<file path="config.mk">
export PLATFORM = sky130hd
export DESIGN_NAME = pipeline_ctrl
export DESIGN_NICKNAME = d
export VERILOG_FILES = /design/src/rtl/pipeline_ctrl.sv
export SDC_FILE = /design/constraint.sdc
export NUM_CORES = 1
export LEC_CHECK = 0
export ABC_CLOCK_PERIOD_IN_PS = 4000
export CAP_MARGIN = 10
export CORE_AREA = 3 3 114 116
export CTS_CLUSTER_DIAMETER = 60
export CTS_CLUSTER_SIZE = 8
export DETAILED_ROUTE_END_ITERATION = 10
export DIE_AREA = 0 0 117 119
export PLACE_DENSITY_LB_ADDON = 0.1
export SLEW_MARGIN = 20
export SYNTH_ARGS = -nofsm -noshare
export SYNTH_HDL_FRONTEND = slang
export SYNTH_SLANG_ARGS = --single-unit
</file>
<file path="constraint.sdc">
create_clock -name clk -period 4 [get_ports clk]
set_input_delay 1.2 -clock clk [delete_from_list [all_inputs] [get_ports clk]]
set_output_delay 1.2 -clock clk [all_outputs]
set_load 0.01 [all_outputs]
</file>
<file path="src/rtl/pipeline_ctrl.sv">
// pipeline_ctrl: hazard unit for a 5-stage in-order pipeline.
// Tracks the instructions in EX/MEM/WB in a small scoreboard.
// Generates stall, flush and forwarding controls from that scoreboard.
// Waits on data memory for loads and flags loads that time out.
// Optional feature macro: PIPELINE_CTRL_FORWARD_EN.
//   Defined:   operands are forwarded from MEM/WB. Only load-use hazards stall.
//   Undefined: there is no forwarding. Any RAW hazard stalls until the producer retires.
module pipeline_ctrl #(
  parameter int REG_ADDR_WIDTH = 5,
  parameter int MEM_TIMEOUT    = 16,
  parameter int CNT_WIDTH      = 32
) (
  input  logic                      clk,
  input  logic                      rst,
  input  logic [REG_ADDR_WIDTH-1:0] rs1_d,
  input  logic [REG_ADDR_WIDTH-1:0] rs2_d,
  input  logic [REG_ADDR_WIDTH-1:0] rd_d,
  input  logic                      regwrite_d,
  input  logic                      load_d,
  input  logic                      valid_d,
  input  logic                      pcsrc_e,
  input  logic                      mem_ready,
  output logic                      stall_f,
  output logic                      stall_d,
  output logic                      flush_d,
  output logic                      flush_e,
  output logic                      stall_all,
  output logic [1:0]                fwd_a,
  output logic [1:0]                fwd_b,
  output logic                      mem_err,
  output logic [CNT_WIDTH-1:0]      stall_count
);

  localparam int TW = $clog2(MEM_TIMEOUT + 1);

  typedef enum logic [1:0] {
    ST_RUN      = 2'd0,
    ST_LOAD_USE = 2'd1,
    ST_MEM_WAIT = 2'd2
  } state_t;

  typedef struct packed {
    logic                      valid;
    logic [REG_ADDR_WIDTH-1:0] rd;
    logic                      regwrite;
    logic                      load;
  } sb_t;

  sb_t                       r_ex, r_mem, r_wb;
  logic [REG_ADDR_WIDTH-1:0] r_ex_rs1, r_ex_rs2;
  state_t                    r_state, w_state, w_state_nxt;
  logic [TW-1:0]             r_to_cnt;
  logic                      w_mem_stall;
  logic                      w_hz;
  logic                      w_unused;

  // A real producer of register r. x0 is never a producer.
  function automatic logic f_writes(input sb_t e, input logic [REG_ADDR_WIDTH-1:0] r);
    return e.valid && e.regwrite && (e.rd != '0) && (e.rd == r);
  endfunction

  // The decode instruction reads a register written by entry e.
  function automatic logic f_dec_hit(input sb_t e, input logic v,
                                     input logic [REG_ADDR_WIDTH-1:0] a,
                                     input logic [REG_ADDR_WIDTH-1:0] b);
    return v && (f_writes(e, a) || f_writes(e, b));
  endfunction

  // The WB load bit is kept for completeness. The EX sources only drive forwarding.
  assign w_unused = ^{r_wb.load, r_ex.load, r_ex_rs1, r_ex_rs2};

  // The memory wait is decided by this cycle's mem_ready, so it overrides the registered state.
  assign w_mem_stall = r_mem.valid & r_mem.load & ~mem_ready;

  // Effective current state: MEM_WAIT while a load in MEM is outstanding.
  always_comb begin
    w_state = ST_RUN;
    if (w_mem_stall)                 w_state = ST_MEM_WAIT;
    else if (r_state == ST_LOAD_USE) w_state = ST_LOAD_USE;
  end

  // Hazard detection against the scoreboard.
  always_comb begin
    w_hz = 1'b0;
    if (w_state == ST_RUN) begin
`ifdef PIPELINE_CTRL_FORWARD_EN
      w_hz = r_ex.load && f_dec_hit(r_ex, valid_d, rs1_d, rs2_d);
`else
      w_hz = f_dec_hit(r_ex,  valid_d, rs1_d, rs2_d) ||
             f_dec_hit(r_mem, valid_d, rs1_d, rs2_d) ||
             f_dec_hit(r_wb,  valid_d, rs1_d, rs2_d);
`endif
    end
  end

  // FSM state register.
  always_ff @(posedge clk) begin
    if (rst) r_state <= ST_RUN;
    else     r_state <= w_state_nxt;
  end

  // FSM next state. LOAD_USE is a single-cycle shadow after a load-use stall.
  always_comb begin
    w_state_nxt = ST_RUN;
    if (w_mem_stall) w_state_nxt = ST_MEM_WAIT;
`ifdef PIPELINE_CTRL_FORWARD_EN
    else if (w_hz && !pcsrc_e) w_state_nxt = ST_LOAD_USE;
`endif
  end

  // FSM outputs. A branch flush beats a stall, and nothing but stall_all is driven in MEM_WAIT.
  always_comb begin
    stall_f   = 1'b0;
    stall_d   = 1'b0;
    flush_d   = 1'b0;
    flush_e   = 1'b0;
    stall_all = 1'b0;
    if (w_state == ST_MEM_WAIT) begin
      stall_all = 1'b1;
    end else if (pcsrc_e) begin
      flush_d = 1'b1;
      flush_e = 1'b1;
    end else if (w_hz) begin
      stall_f = 1'b1;
      stall_d = 1'b1;
      flush_e = 1'b1;
    end
  end

  // Operand forwarding. The younger MEM result wins over WB.
  always_comb begin
    fwd_a = 2'b00;
    fwd_b = 2'b00;
`ifdef PIPELINE_CTRL_FORWARD_EN
    if (f_writes(r_mem, r_ex_rs1))     fwd_a = 2'b10;
    else if (f_writes(r_wb, r_ex_rs1)) fwd_a = 2'b01;
    if (f_writes(r_mem, r_ex_rs2))     fwd_b = 2'b10;
    else if (f_writes(r_wb, r_ex_rs2)) fwd_b = 2'b01;
`endif
  end

  // The scoreboard shifts with the pipeline. A flushed decode enters EX as a bubble.
  always_ff @(posedge clk) begin
    if (rst) begin
      r_ex     <= '0;
      r_mem    <= '0;
      r_wb     <= '0;
      r_ex_rs1 <= '0;
      r_ex_rs2 <= '0;
    end else if (!stall_all) begin
      if (flush_e) begin
        r_ex     <= '0;
        r_ex_rs1 <= '0;
        r_ex_rs2 <= '0;
      end else begin
        r_ex     <= {valid_d, rd_d, regwrite_d, load_d};
        r_ex_rs1 <= rs1_d;
        r_ex_rs2 <= rs2_d;
      end
      r_mem <= r_ex;
      r_wb  <= r_mem;
    end
  end

  // Load timeout. The counter saturates, and the error sticks while the wait goes on.
  always_ff @(posedge clk) begin
    if (rst) begin
      r_to_cnt <= '0;
      mem_err  <= 1'b0;
    end else if (w_mem_stall) begin
      if (r_to_cnt != TW'(MEM_TIMEOUT))     r_to_cnt <= r_to_cnt + TW'(1);
      if (r_to_cnt == TW'(MEM_TIMEOUT - 1)) mem_err  <= 1'b1;
    end else begin
      r_to_cnt <= '0;
    end
  end

  // Saturating count of stalled cycles.
  always_ff @(posedge clk) begin
    if (rst)
      stall_count <= '0;
    else if ((stall_d | stall_all) && (stall_count != '1))
      stall_count <= stall_count + CNT_WIDTH'(1);
  end

endmodule

</file>
Word-level counts from Yosys, hierarchy flattened
Index checks and enable logic that the tools add are counted.
{ "totals": {"regBits": 63, "latch_bits": 0, "mem_bits_rw": 0, "mem_bits_ro": 0, "input_bits": 22, "output_inout_bits": 42, "wordCells": 73, "memories": 0} }
{ "classes": {"add_sub_neg": 2, "mul": 0, "div": 0, "magnitude_cmp": 0, "n_eq_ne": 11, "shift": 0, "mux": 13, "n_bitwise": 5, "n_reduce_logical": 27} }
{ "ops": {"columns": ["operator", "count"], "rows": [
  ["$add A32 B1 Y32 const B", 1],
  ["$ne A32 B32 Y1 const B", 1],
  ["$eq A5 B5 Y1", 6],
  ["$logic_and A1 B1 Y1", 16],
  ["$reduce_bool A5 Y1", 3],
  ["$mux W1", 10],
  ["$mux W8", 1],
  ["$add A5 B1 Y5 const B", 1],
  ["$eq A5 B4 Y1 const B", 1],
  ["$logic_or A1 B1 Y1", 5],
  ["$ne A5 B5 Y1 const B", 1],
  ["$mux W2", 2],
  ["$and A1 B1 Y1", 2],
  ["$eq A2 B1 Y1 const B", 1],
  ["$eq A2 B2 Y1 const B", 1],
  ["$logic_not A2 Y1", 1],
  ["$not A1 Y1", 2],
  ["$reduce_and A2 Y1", 1],
  ["$reduce_or A2 Y1", 1],
  ["$or A1 B1 Y1", 1]
]} }

Logic depth before layout (Yosys ltp)
{ "logic_depth": {"depth_word": 13, "ltp_mapped": 10, "mapped_depth_nobuf": 8} }

Worst setup path before layout
OpenSTA, ideal clock, no wires.
{ "synth_timing": {"path_type": "input-to-output", "from": "in mem_ready", "to": "out stall_f", "arrival_ps": 2605, "slack_ps": 195, "cell_stages": 6, "path_cell_list": "nand3b_1 > inv_1 > clkbuf_1 > buf_1 > nor3_1 > buf_4"} }
{ "synth_between": {"elab_chain_cells": 8, "elab_cells_between_ends": 9, "cone_classes": "eq/ne: 1; mux: 5; bitwise: 2; reduce/logical: 1"} }
{ "synth_rtl": {"columns": ["item", "line_no", "source"], "rows": [
  ["from (decl)", "22", "input logic mem_ready,"],
  ["$not A1 Y1 *", "73", "assign w_mem_stall = r_mem.valid & r_mem.load & ~mem_ready;"],
  ["$and A1 B1 Y1 *", "73", null],
  ["$mux W2 *", "78", "if (w_mem_stall) w_state = ST_MEM_WAIT;"],
  ["$logic_not A2 Y1", "85", "if (w_state == ST_RUN) begin"],
  ["$mux W1", "85", null],
  ["$mux W1 (2 in a row)", null, null],
  ["$mux W1 *", null, null],
  ["to (decl)", "23", "output logic stall_f,"]
]} }
Every way passes the cells marked *; elsewhere a longest branch is shown, timed or not.

Worst setup path after layout
{ "layout_timing": {"from": "in mem_ready", "to": "out flush_d"} }
{ "layout_between": {"elab_chain_cells": 5} }
{ "layout_rtl": {"columns": ["item", "line_no", "source"], "rows": [
  ["$not A1 Y1", "73", null],
  ["$and A1 B1 Y1", "73", null],
  ["$mux W2", "78", null],
  ["$eq A2 B2 Y1", "118", "if (w_state == ST_MEM_WAIT) begin"],
  ["$mux W1", "118", null],
  ["to (decl)", "25", "output logic flush_d,"]
]} }
Every way passes these cells.

==> impl_metrics.csv <==
group,metric,value,unit
die,fp.dieArea,13900,um2
worst_setup_path,worstPathRequired,2.80,ns
global_routing,grt_max_degree,32,
power_and_ir_drop,p_leak,1.53,nW
synthesis,synth_most_common_cell,"dfxtp_1",
synthesis,synth-seq-cells,61,
detailed_routing,dr_wl_met2,3750,um
power_and_ir_drop,vdd_drop_max,127,uV
global_routing,antenna_found_initial,0,
synthesis,synth_area,3120,um2
sta,whs,0.461,ns
synthesis,synth.area.top_cells,"dfxtp_1 (39%), xnor2_1 (9.5%), xor2_1 (6.5%)",
place,port_buffers,59,
sta,slew_viol_final,0,
synthesis,ys_seq_area_share,39.1,%
final_layout,utilization,35.0,%
detailed_routing,drtIter0Drc,154,
place,dp_hpwl,6130,um
cts,clock_path_buffers,2,
power_and_ir_drop,seq_power_share,40.3,%
synthesis,ys_types,42,
detailed_routing,dr.max_layer_used,"met4",
global_routing,grt_use_total,12.9,%
detailed_routing,wl,8550,um
cts,ctsHoldBuffers,0,
die,fp.dieH,119,um
worst_setup_path,max_stage_delay,0.47,ns
sta,skew,0.00529,ns
sta,clock.fmax,0.256,GHz
cts,cts_setup_buffers,0,
run_status,status,"completed",
cts,clkLatencyLatePin,0.33,ns
sta,setup_ws,0.0953,ns
power_and_ir_drop,pwr-share-clk,54.4,%
power_and_ir_drop,p_comb_share,5.3,%
sta,rsz0062_at_grt,"false",
final_layout,areaGrowthSynthToFinish,34.8,%
synthesis,synthArstFlopShare,0,%
final_layout,num-fill-cells,1282,
sta,finalHoldViolations,0,
worst_setup_path,worstSetupPathType,"primary input to output pin",
cts,cts.sink_count,61,
sta,max_slew_margin,58.3,%
worst_setup_path,cp_data_arrival_time,2.70,ns
die,dieWidth,117,um
synthesis,synth_warnings,0,
worst_setup_path,crit_top_cell,"clkdlybuf4s50_1",
detailed_routing,drc_errors,0,
detailed_routing,via_count,2781,
worst_hold_path,hp-class,"flip-flop to flip-flop",
global_routing,overflow,0,
cts,htree_levels,3,
sta,fin_crit_sh,97.6,%
worst_setup_path,end_kind,"output pin",
sta,tightestPinTransition,0.625,ns
final_layout,final_layout_size_suffix_gt1_share,9.26,%
final_layout,fin_nets,464,
die,ios,64,
worst_setup_path,worst_path_max_delay_cell,"clkdlybuf4s50_1",
power_and_ir_drop,pwr_density_cell,369,nW/um2
sta,setup_viol,0,
synthesis,synth_area_leader_cell,"dfxtp_1",
job,drv_cap,0,
cts,clockRootBuffer,"clkbuf_16",
place,gp_congestion,0.818,
detailed_routing,met3_length,364,um
worst_setup_path,cp-start-kind,"primary input",
die,fp-row-count,40,
power_and_ir_drop,switchingPower,0.317,mW
worst_setup_path,path_cells,"clkdlybuf4s50_1 -> nand3b_1 -> and2_1 -> buf_4 -> clkdlybuf4s50_1",
detailed_routing,postRouteAntennaNets,0,
synthesis,synth_top_area_share,39.1,%
cts,cts_buffers,9,
synthesis,synthFlopType,"dfxtp_1",
synthesis,syn_area_per_cell,8.35,um2
worst_setup_path,cp_max_fo,4,
cts,cts_tree,"yes",
cts,path_clk_slew,0.05,ns
detailed_routing,wl_met1,4240,um
detailed_routing,wire_per_inst,14.5,um
global_routing,grt_pass1_wl,14200,um
global_routing,grt_pass1_vias,2765,
final_layout,num_antenna_cells,0,
die,start_util,26.0,%
detailed_routing,first_pass_iters,4,
die,design.core.area,12000,um2
power_and_ir_drop,power.internal,1.24,mW
place,pre_cts_ws,-0.494,ns
synthesis,synth_edf_count,0,
synthesis,postSynthCellCount,374,
power_and_ir_drop,finalPower,1.55,mW
power_and_ir_drop,power.share.switching,20.4,%
sta,period_needed,3.90,ns
synthesis,synth_common_cells,"dfxtp_1 (61), nor2_1 (44), nand2_1 (43)",
detailed_routing,vias_per_cell,4.71,
[flip-flops by register name, indices dropped and copies added (netlist names)]
register     cells
r_mem            8
r_ex             8
r_wb             7
stall_count     32
mem_err          1
r_to_cnt         5
[metal layers]
metal	GRT usage, %	up-vias
li1	-	1409
met2	18.6	55
met1	18.3	1301
met5	0	-
met3	2.79	16
met4	5.81	0
[critical path, delay by kind of cell]
family | cells | cell delay (ns)
buf+inv | 3 | 1.04
simple gates | 2 | 0.47
[repair_timing]
action / CTS / global route
endpoints found under the setup margin: 3 / 2
pin swaps: 1 / 2
endpoints found under the hold margin: 0 / 0
gates resized for setup: 15 / 5
[final cells by class]
type | instances | area (um2) | share of cell area [%]
Clock buffer | 12 | 256 | 6.10
Clock inverter | 4 | 70.1 | 1.67
Inverter | 9 | 33.8 | 0.803
Multi-Input combinational cell | 286 | 1790 | 42.6
Sequential cell | 61 | 1220 | 29.0
Tap cell | 147 | 184 | 4.37
Timing Repair Buffer | 71 | 652 | 15.5
[path summary, 6_finish.rpt]
| check | from | endpoint | slack [ns] | cells after the start |
|---|---|---|---|---|
| max | mem_ready | flush_d | 0.1 | 5 |
| min | r_wb[1] | r_wb[1] | 0.46 | 2 |
| max reg2reg | r_ex[2] | stall_count[28] | 1.43 | 9 |
| min reg2reg | r_wb[1] | r_wb[1] | 0.46 | 2 |
[logic make-up (layout without fill, tap and decap cells)]
family	count (synthesis)	in the layout	synth area share, %
compound gates	46	46	10.1
xor+xnor	57	57	16.0
fa+ha+maj	4	4	1.60
buf+inv	30	96	4.29
flops	61	61	39.1
mux	3	3	1.00
other cells	1	4	0.120
simple gates	172	172	27.8
[cells in the final DEF (no fill, tap or decap), drive strengths merged, types with 3 or more instances in the layout]
cell type / instances
nand3: 25
xnor2: 34
a22o: 7
xor2: 23
clkdlybuf4s50: 45
nor3: 8
buf: 13
dfxtp: 61
nor2: 44
clkbuf: 14
ha: 4
inv: 9
o311a: 3
or3: 9
o22ai: 3
dlygate4sd2: 11
nand4: 14
and3: 12
a21oi: 21
and2: 3
conb: 4
nand2: 43
o21ai: 6
and4: 5
[through the flow]
step	setup TNS, ns	area [um2]	cells
6_report	0	4210	590
5_1_grt	0	4210	590
4_1_cts	0	4220	590
3_5_place_dp	-1.38	3890	574
3_3_place_gp	-1.27	3890	574
2_1_floorplan	0	3130	377
[power by group through the flow]
stage	registers (mW)	logic, mW	clock network (mW)
after floorplan	0.634	0.0494	0
after global placement	0.638	0.0858	0
after detailed placement	0.638	0.0854	0
after CTS	0.625	0.0833	0.873
after global routing	0.625	0.0923	0.898
final	0.625	0.0824	0.845
(Power assumes the default switching activity.)
